$ cat src/rtl/fp_to_int_pipe.sv
// Converts IEEE-754 binary32 to int32 with RNE rounding or truncation, saturating on overflow/NaN/inf.
// Latency 2 cycles (S1 decode/shift, S2 round/negate/saturate), one result per cycle.
// Backpressure: stalls on out_ready low, and in_ready drops only when both stages are full.
module fp_to_int_pipe #(
  parameter int TRUNC = 0
) (
  input  logic        clk,
  input  logic        rst,
  input  logic        in_valid,
  output logic        in_ready,
  input  logic [31:0] x,
  output logic        out_valid,
  input  logic        out_ready,
  output logic [31:0] y,
  output logic        ovf
);

  logic        s1_valid;
  logic        s1_load;
  logic        s2_load;

  logic        s1_sign;
  logic        s1_sat;
  logic        s1_nan;
  logic        s1_min;
  logic        s1_guard;
  logic        s1_sticky;
  logic [31:0] s1_mag;

  logic [7:0]  exp_f;
  logic [22:0] frac_f;
  logic [23:0] man;
  logic [47:0] ext;
  logic        d_sat;
  logic        d_nan;
  logic        d_min;
  logic        d_guard;
  logic        d_sticky;
  logic [31:0] d_mag;

  logic        round_up;
  logic [31:0] rnd_mag;
  logic [31:0] res;

  assign s2_load  = ~out_valid | out_ready;
  assign s1_load  = ~s1_valid | s2_load;
  assign in_ready = s1_load;

  // Right shifts cover e = 126..149; e = 126 naturally yields magnitude 0 with guard = 1.
  always_comb begin
    exp_f    = x[30:23];
    frac_f   = x[22:0];
    man      = {1'b1, frac_f};
    ext      = {man, 24'd0} >> (8'd150 - exp_f);
    d_sat    = 1'b0;
    d_nan    = 1'b0;
    d_min    = 1'b0;
    d_guard  = 1'b0;
    d_sticky = 1'b0;
    d_mag    = '0;
    if (exp_f == 8'd255 && frac_f != 23'd0) begin
      d_nan = 1'b1;
      d_sat = 1'b1;
    end else if (exp_f >= 8'd158) begin
      if (x == 32'hCF00_0000) d_min = 1'b1;
      else                    d_sat = 1'b1;
    end else if (exp_f >= 8'd150) begin
      d_mag = {8'd0, man} << (exp_f - 8'd150);
    end else if (exp_f >= 8'd126) begin
      d_mag    = {8'd0, ext[47:24]};
      d_guard  = ext[23];
      d_sticky = |ext[22:0];
    end
  end

  always_ff @(posedge clk) begin
    if (rst) s1_valid <= 1'b0;
    else if (s1_load) s1_valid <= in_valid;
  end

  always_ff @(posedge clk) begin
    if (s1_load && in_valid) begin
      s1_sign   <= x[31];
      s1_sat    <= d_sat;
      s1_nan    <= d_nan;
      s1_min    <= d_min;
      s1_guard  <= d_guard;
      s1_sticky <= d_sticky;
      s1_mag    <= d_mag;
    end
  end

  // Magnitude is below 2^31 for e <= 157, so the increment cannot overflow.
  always_comb begin
    round_up = (TRUNC == 0) && s1_guard && (s1_sticky || s1_mag[0]);
    rnd_mag  = s1_mag + {31'd0, round_up};
    if (s1_sat)      res = (s1_nan || !s1_sign) ? 32'h7FFF_FFFF : 32'h8000_0000;
    else if (s1_min) res = 32'h8000_0000;
    else             res = s1_sign ? -rnd_mag : rnd_mag;
  end

  always_ff @(posedge clk) begin
    if (rst) begin
      out_valid <= 1'b0;
      y         <= '0;
      ovf       <= 1'b0;
    end else if (s2_load) begin
      out_valid <= s1_valid;
      if (s1_valid) begin
        y   <= res;
        ovf <= s1_sat;
      end
    end
  end

endmodule

$ cat config.mk
export PLATFORM = sky130hd
export DESIGN_NAME = fp_to_int_pipe
export DESIGN_NICKNAME = d
export VERILOG_FILES = /design/src/rtl/fp_to_int_pipe.sv
export SDC_FILE = /design/constraint.sdc
export NUM_CORES = 1
export LEC_CHECK = 0
export CORE_UTILIZATION = 35
export CTS_CLUSTER_SIZE = 10
export DETAILED_ROUTE_END_ITERATION = 8
export HOLD_SLACK_MARGIN = 0.03
export RECOVER_POWER = 25
export SKIP_CTS_REPAIR_TIMING = 1
export SLEW_MARGIN = 10
export SYNTH_ARGS = -nofsm -noshare
export SYNTH_HDL_FRONTEND = slang
export SYNTH_SLANG_ARGS = --single-unit
$ cat constraint.sdc
create_clock -name clk -period 10.99 [get_ports clk]
set_input_delay 1.6485 -clock clk [delete_from_list [all_inputs] [get_ports clk]]
set_output_delay 1.6485 -clock clk [all_outputs]
set_load 0.05 [all_outputs]
==> results.txt, run 1 <==
----------------------------------------------------
[Run status]
  Run status ... finished, violations left
  Violated checks ... capacitance limit, slew limit

[Synthesis]
  Number of synthesized flops with an enable pin ... 38
  Proportion of register bits with asynchronous set or reset after synthesis ... 0%
  Mapped Nets ... 1054
  Total number of yosys warnings ... 0
  Post-synthesis cell area ... 8070 sq um
  Sequential share of the synthesized area ... 22.8%
  Predominant post-synthesis flop cell ... sky130_fd_sc_hd__edfxtp_1
  Cell taking the most area after synthesis ... sky130_fd_sc_hd__edfxtp_1
  Synth cell types ... around 80
  Post-synth top area share ... 14.1%
  Ranking of synthesized cells by area ... sky130_fd_sc_hd__edfxtp_1 14%, sky130_fd_sc_hd__dfxtp_1 8.7%, sky130_fd_sc_hd__mux4_2 8.6%, sky130_fd_sc_hd__mux2i_1 5.6%, sky130_fd_sc_hd__nor2_1 5.0%
  Synthesized instance count ... roughly 1000
  Post-synthesis average cell area ... 7.99 sq um
  Total of flip-flops plus latches after synthesis ... 73

[Place]
  Area after DPL ... 8860 sq um
  Port Buffer Count ... 70
  Detailed placement HPWL ... 18500 microns
  Final RePlAce weighted congestion ... 0.908

[Timing]
  Endpoints failing hold ... 0
  Clock skew after layout ... 0.00420 ns
  Slew Limit Fails ... 39
  Clock period minus final worst setup slack ... 5.35 ns
  Slew Limit Headroom ... -34.2%
  Final setup violation count ... 0
  Setup TNS ... 0 ns
  RSZ-0062 raised after global routing ... no
  Period utilization ... 48.7%
  Tightest Pin Transition ... 2.01 ns
  Achievable clock frequency ... 187 MHz

[Power]
  Pwr per Cell Area ... 106 nW/um^2
  Final Total Pwr ... roughly 0.97 mW
  Leakage power ... between 3 and 4 nW
  Worst ir drop on vdd ... 56.8 uV

[Routing]
  1st-pass router iterations ... 5
  Vias after detailed routing ... 7823
  DRC marker count from the first detailed-route iteration ... between 600 and 700
  Via-to-Cell Ratio ... 5.99
  Wire length after detailed routing ... between 20000 and 25000 microns
  Remaining number of nets flagged by the antenna check after routing ... 0
  DRC Markers ... 0
  Wirelength per Cell ... approximately 19 microns

[Floorplan]
  Effective utilization at floorplan ... between 30% and 40%
  Top-Level Pins ... 71
  DIE HEIGHT ... 154 microns
  Floorplan core area ... 22600 sq um
  Number of core rows ... between 50 and 60
  Area of the die ... 23700 sq um
  Die Width ... ~150 microns

[Cells and area]
  Antenna fix cells ... 0
  Cell area after layout ... 9170 sq um
  Ratio of cells with drive above 1 in the final layout ... 10.4%
  Number of nets in the layout ... 1059
  Largest registers ... s1_mag: 32 flops, y: 32 flops
  Layout overhead on the synthesized area ... 13.7%
  Utilization after layout ... 40.5%

[Critical path]
  Critical Path End Type ... flop
  Chain of cells forming the critical path ... buf_2, ha_1, buf_4, mux2_2, mux4_2, mux2i_1, a31oi_1, or4_1, nor4_1, o31ai_1
  Type of element launching the critical path ... primary input
  Slowest-stage cell, CP ... sky130_fd_sc_hd__buf_2
  Buffer and inverter count on the worst path ... 2
  Critical Path AT ... 5.41 ns
  Top cell family by delay on the critical path ... buffers and inverters
  Required time of the worst setup path ... around 11 ns
  Worst stage delay on the critical path ... 0.70 ns
  Critical path class ... primary input to flop
  Largest fanout of any net on the critical path ... 44

[Clock tree]
  Buffer cell driving the clock tree root ... sky130_fd_sc_hd__clkbuf_16
  Clock buffer depth ... 2
  Clock transition time at the flip-flop clock pins of the worst setup and hold paths ... 0.05 ns
  Worst-Skew Late Latency ... 0.33 ns
  Inserted Clock Buffers ... 9
  Clock tree from TritonCTS ... built
  Number of H-tree levels ... 3
  Number of sinks on the clock net ... 73

[Run]
  Number of max-capacitance violations reported ... 1

[Worst hold path]
  HP Class ... flop to flop

[GRT]
  Antenna violations before repair ... 0
  Wire length of the first global-routing pass ... 39600 microns
  Number of global-route vias before repair ... 7139
  Overflow left after global routing ... 0
  Total Routing Usage GR ... 20.6%
  Pin count of the biggest net entering global routing ... 63

----------------------------------------------------
## report_power, final
| group | total [mW] | switching, mW | internal, mW | leakage (nW) |
|---|---|---|---|---|
| clock | 0.300 | 0.101 | 0.199 | 0.160 |
| sequential | 0.320 | 0.0168 | 0.304 | 0.671 |
| combinational | 0.352 | 0.217 | 0.135 | 2.24 |
| total | 0.973 | 0.335 | 0.638 | 3.07 |
## area by class of cell
type	instances	area [sq um]
Tap cell	285	357
Multi-Input combinational cell	835	5820
Inverter	10	37.5
Fill cell	2370	13500
Timing Repair Buffer	86	803
Sequential cell	73	1840
Clock buffer	14	282
Clock inverter	2	35.0
## worst min-delay path, delay by kind of cell, from the launching register on
| kind | cells | cell delay (ns) |
|---|---|---|
| DFF | 1 | 0.30 |
| AOI/OAI and AO/OA | 1 | 0.05 |
| and+or+nand+nor | 1 | 0.05 |
## placed cells by master, fill, tap and decap left out, types with 14 or more instances in the layout
cell	netlist	final
sky130_fd_sc_hd__o21ai_0	41	41
sky130_fd_sc_hd__mux4_2	31	31
sky130_fd_sc_hd__o22ai_1	19	19
sky130_fd_sc_hd__xnor2_1	39	38
sky130_fd_sc_hd__mux2i_1	45	45
sky130_fd_sc_hd__nand3_1	34	34
sky130_fd_sc_hd__a21oi_1	59	59
sky130_fd_sc_hd__mux2_2	16	16
sky130_fd_sc_hd__buf_4	5	14
sky130_fd_sc_hd__clkdlybuf4s50_1	0	65
sky130_fd_sc_hd__nand4_1	22	22
sky130_fd_sc_hd__a31oi_1	17	17
sky130_fd_sc_hd__nor4_1	17	17
sky130_fd_sc_hd__dfxtp_1	35	35
sky130_fd_sc_hd__edfxtp_1	38	38
sky130_fd_sc_hd__or3_1	14	14
sky130_fd_sc_hd__nor3_1	53	53
sky130_fd_sc_hd__xor2_1	23	23
sky130_fd_sc_hd__nand2_1	106	106
sky130_fd_sc_hd__nor2_1	107	107
## path summary, 6_finish.rpt
| check | startpoint | end | slack (ns) | cells after the start |
|---|---|---|---|---|
| max | x[24] | s1_sticky$_SDFFCE_PP0P_ | 5.64 | 10 |
| min | ovf$_SDFFE_PP0P_ | ovf$_SDFFE_PP0P_ | 0.45 | 2 |
| max reg2reg | s1_mag[0]$_SDFFCE_PP0P_ | y[25]$_SDFFE_PP0P_ | 6.73 | 11 |
| min reg2reg | ovf$_SDFFE_PP0P_ | ovf$_SDFFE_PP0P_ | 0.45 | 2 |
## metal layers
| layer | global-route usage [%] | vias to the layer above | share of wire [%] |
|---|---|---|---|
| li1 | - | 3848 | - |
| met1 | 28.6 | 3638 | 47 |
| met2 | 33.5 | 290 | 46 |
| met3 | 1.61 | 47 | 4.7 |
| met4 | 7.33 | 0 | 2.8 |
| met5 | 0 | - | 0 |
## cells in the mapped netlist (all sizes together) (17+ instances only)
master and count:
xor2 23, o21ai 43, xnor2 39, dfxtp 35, o22ai 20, nand4 24
buf 30, mux2i 45, clkbuf 62, mux4 31, nand3 36, nor2 107
nor4 20, edfxtp 38, a31oi 17, a21oi 59, nor3 54, nand2 106
## cells by family (layout without fill, tap and decap cells)
group                      count (synthesis)  in the layout  share of synthesized area, %
xor gates and xnor gates                  62             62                          6.73
muxes                                     92             92                          16.5
buffers and inverters                    102            112                          5.22
adders and majority gates                  8              8                          1.24
DFF                                       73             73                          22.8
and+or+nand+nor                          418            418                          25.8
AOI/OAI and AO/OA                        255            255                          21.7
## through the flow
step,hold WS [ns],cells,worst slack (ns)
6_report,0.451,1305,5.64
5_1_grt,0.469,1305,5.40
4_1_cts,0.453,1305,5.70
3_5_place_dp,0.446,1289,5.34
3_3_place_gp,0.445,1289,5.40
2_1_floorplan,0.496,1010,5.60
No activity file was read; power rests on OpenSTA's default activity.
==> run 2: changes to the inputs <==
==> constraint.sdc (replaced) <==
create_clock -name clk -period 4.4 [get_ports clk]
set_input_delay 0.66 -clock clk [delete_from_list [all_inputs] [get_ports clk]]
set_output_delay 0.66 -clock clk [all_outputs]
set_load 0.05 [all_outputs]
==> run 2 against run 1 <==
The flow still finishes with violations (capacitance limit, slew limit). Clock power is 110% higher. Register-to-register slack worse by 6.1 ns. Critical path type is now flop to flop. Critical endpoint is now y[19]$_SDFFE_PP0P_. Clock-buffer cell count is 1 higher. Non-clock buffer count is 16 higher. Die area stayed put. Largest power group unchanged. Largest cell class unchanged. Sequential share of layout area is 0.11 points lower. Sequential cell count stayed put.
==> results.txt, run 2 (same netlist as run 1, synthesis figures left out) <==
----------------------------------------------------
[Run status]
  Run status ... finished, violations left
  Violated checks ... capacitance limit, slew limit

[Timing]
  Final setup violation count ... 0
  Clock period minus final worst setup slack ... 3.78 ns
  Slew Limit Fails ... 39
  Slew Limit Headroom ... -34.5%
  Clock skew after layout ... approximately 0.0060 ns
  Achievable clock frequency ... around 260 MHz
  RSZ-0062 raised after global routing ... no
  Tightest Pin Transition ... ~2.0 ns
  Setup TNS ... 0 ns
  Period utilization ... a little under nine tenths
  Endpoints failing hold ... 0

[Power]
  Leakage power ... roughly 3.1 nW
  Net Sw Frac ... between 30% and 40%
  Combinational group share of total power ... 38.2%
  Pwr per Cell Area ... 252 nW/um^2
  Relative contribution of sequential cells to total power ... between 30% and 40%
  Final Total Pwr ... 2.32 mW
  Worst ir drop on vdd ... 133 uV
  Portion of total power attributed to the clock network ... 27.2%
  Internal power ... between 1 and 1.5 mW
  Switching power summed over all nets ... 0.835 mW

[Worst hold path]
  Hold Path Stages ... 2
  Worst hold path startpoint ... ovf$_SDFFE_PP0P_
  HP Class ... flop to flop
  Worst Hold End ... ovf$_SDFFE_PP0P_

[GRT]
  Total Routing Usage GR ... between 20% and 30%
  Overflow left after global routing ... 0
  Pin count of the biggest net entering global routing ... between 60 and 70
  Wire length of the first global-routing pass ... 39300 microns
  Number of global-route vias before repair ... 7190
  Antenna violations before repair ... 0

[Routing]
  DRC Markers ... 0
  DRC marker count from the first detailed-route iteration ... 808
  Highest layer used for signal routing ... met4
  Vias after detailed routing ... 7935
  Wire length after detailed routing ... 24600 microns
  Via-to-Cell Ratio ... 6.01
  1st-pass router iterations ... 5
  Post-Route M1 WL ... 11100 microns
  Remaining number of nets flagged by the antenna check after routing ... 0
  Met2 wire len ... between 10000 and 15000 microns
  Wirelength per Cell ... 18.6 microns
  Met3 WL ... about 1300 microns

[Clock tree]
  Number of sinks on the clock net ... 73
  Clock buffer depth ... 2
  Clock tree from TritonCTS ... built
  Worst-Skew Late Latency ... 0.34 ns
  Clock transition time at the flip-flop clock pins of the worst setup and hold paths ... 0.05 ns
  Buffer cell driving the clock tree root ... sky130_fd_sc_hd__clkbuf_16
  Inserted Clock Buffers ... 9
  Number of H-tree levels ... 3

[Cells and area]
  Layout filler cell count ... 2345
  Layout overhead on the synthesized area ... 14.3%
  Seq. cell area ... 1840 sq um
  Ratio of cells with drive above 1 in the final layout ... about 11%
  Area of combinational cells with multiple inputs ... 5820 sq um
  Antenna fix cells ... 0
  Commonest non-fill, non-tap cell in the layout ... sky130_fd_sc_hd__nor2_1
  Largest registers ... s1_mag: 32 flops, y: 32 flops
  Number of nets in the layout ... about 1100
  Commonest cells after routing, fill and taps aside ... 107 x sky130_fd_sc_hd__nor2_1, 106 x sky130_fd_sc_hd__nand2_1, 65 x sky130_fd_sc_hd__clkdlybuf4s50_1

[Critical path]
  Cell count of the worst reg-to-reg path ... 11
  Required time of the worst setup path ... approximately 4.6 ns
  Largest fanout of any net on the critical path ... 12
  Critical path class ... flop to flop
  Critical Path End Type ... flop
  FF-to-FF setup slack ... 0.62 ns
  Worst r2r dst ... y[19]$_SDFFE_PP0P_
  Critical Path AT ... 4.02 ns
  Startpoint of the worst register-to-register path ... s1_mag[0]$_SDFFCE_PP0P_
  Type of element launching the critical path ... flop

[Floorplan]
  Floorplan core area ... approximately 23000 sq um
  Effective utilization at floorplan ... 35.7%
  Area of the die ... 23700 sq um
  Top-Level Pins ... 71
  Number of core rows ... 55
  Die Width ... 154 microns
  DIE HEIGHT ... 154 microns

[Place]
  Port Buffer Count ... 70
  Detailed placement HPWL ... approximately 19000 microns
  Final RePlAce weighted congestion ... between 0.9 and 1

[Run]
  Number of max-capacitance violations reported ... 1

----------------------------------------------------
-- run 2: cell types whose count changed in the layout (fill, tap and decap cells not counted), moves of 2 or more --
cell | before | now
sky130_fd_sc_hd__buf_4 | 14 | 29
sky130_fd_sc_hd__clkbuf_1 | 2 | 9
sky130_fd_sc_hd__clkbuf_8 | 3 | 0
sky130_fd_sc_hd__clkbuf_4 | 2 | 0
-- run 2: layer usage --
metal	vias to the layer above	global-route usage, %
met3	58	2.68
met4	0	8.86
li1	3857	-
met2	320	33.4
met1	3700	27.7
met5	-	0
-- run 2: metrics by stage --
step	utilization (%)	hold slack (ns)	std cells	area [sq um]	worst slack, ns
6_report	40.7	0.454	1321	9220	0.617
5_1_grt	40.7	0.486	1321	9220	0.280
4_1_cts	40.8	0.461	1321	9240	0.620
3_5_place_dp	39.7	0.454	1305	8980	0.491
3_3_place_gp	39.7	0.444	1305	8980	0.539
2_1_floorplan	-	0.496	1010	8070	0.117
-- run 2: cell type report --
type | count | area share [%]
clock buffer | 15 | 2.69
clock inverter | 1 | 0.0543
inverter | 10 | 0.407
multi-input combinational | 835 | 63.0
sequential | 73 | 20.0
tap | 285 | 3.87
timing repair buffer | 102 | 9.97
-- run 2: how the worst max path moves through the flow --
| stage | end | startpoint | cells past startpoint |
|---|---|---|---|
| 2_1_floorplan | s1_sticky$_SDFFCE_PP0P_ | x[23] | 13 |
| 3_3_place_gp | s1_sticky$_SDFFCE_PP0P_ | x[24] | 10 |
| 3_5_place_dp | s1_sticky$_SDFFCE_PP0P_ | x[24] | 10 |
| 4_1_cts | y[19]$_SDFFE_PP0P_ | s1_mag[0]$_SDFFCE_PP0P_ | 11 |
| 5_1_grt | y[24]$_SDFFE_PP0P_ | s1_mag[0]$_SDFFCE_PP0P_ | 11 |
| 6_report | y[19]$_SDFFE_PP0P_ | s1_mag[0]$_SDFFCE_PP0P_ | 11 |
-- run 2: critical path, cell delays in order, from the launching register on --
cell	delay (ns)
sky130_fd_sc_hd__edfxtp_1	0.39
sky130_fd_sc_hd__o21a_1	0.18
sky130_fd_sc_hd__ha_1	0.27
sky130_fd_sc_hd__ha_1	0.35
sky130_fd_sc_hd__xor2_1	0.22
sky130_fd_sc_hd__or3_1	0.36
sky130_fd_sc_hd__a31oi_1	0.25
sky130_fd_sc_hd__o211ai_1	0.29
sky130_fd_sc_hd__or3_1	0.54
sky130_fd_sc_hd__o31a_1	0.30
sky130_fd_sc_hd__xor2_1	0.16
sky130_fd_sc_hd__a2111oi_2	0.35
-- run 2: power by group through the flow --
stage               Clock, mW  Sequential (mW)  Combinational, mW
global route            0.687            0.807              0.956
finish                  0.632            0.802              0.887
detailed placement          0            0.814              0.874
floorplan                   0            0.872              0.564
global placement            0            0.813              0.876
CTS                     0.649            0.800              0.878
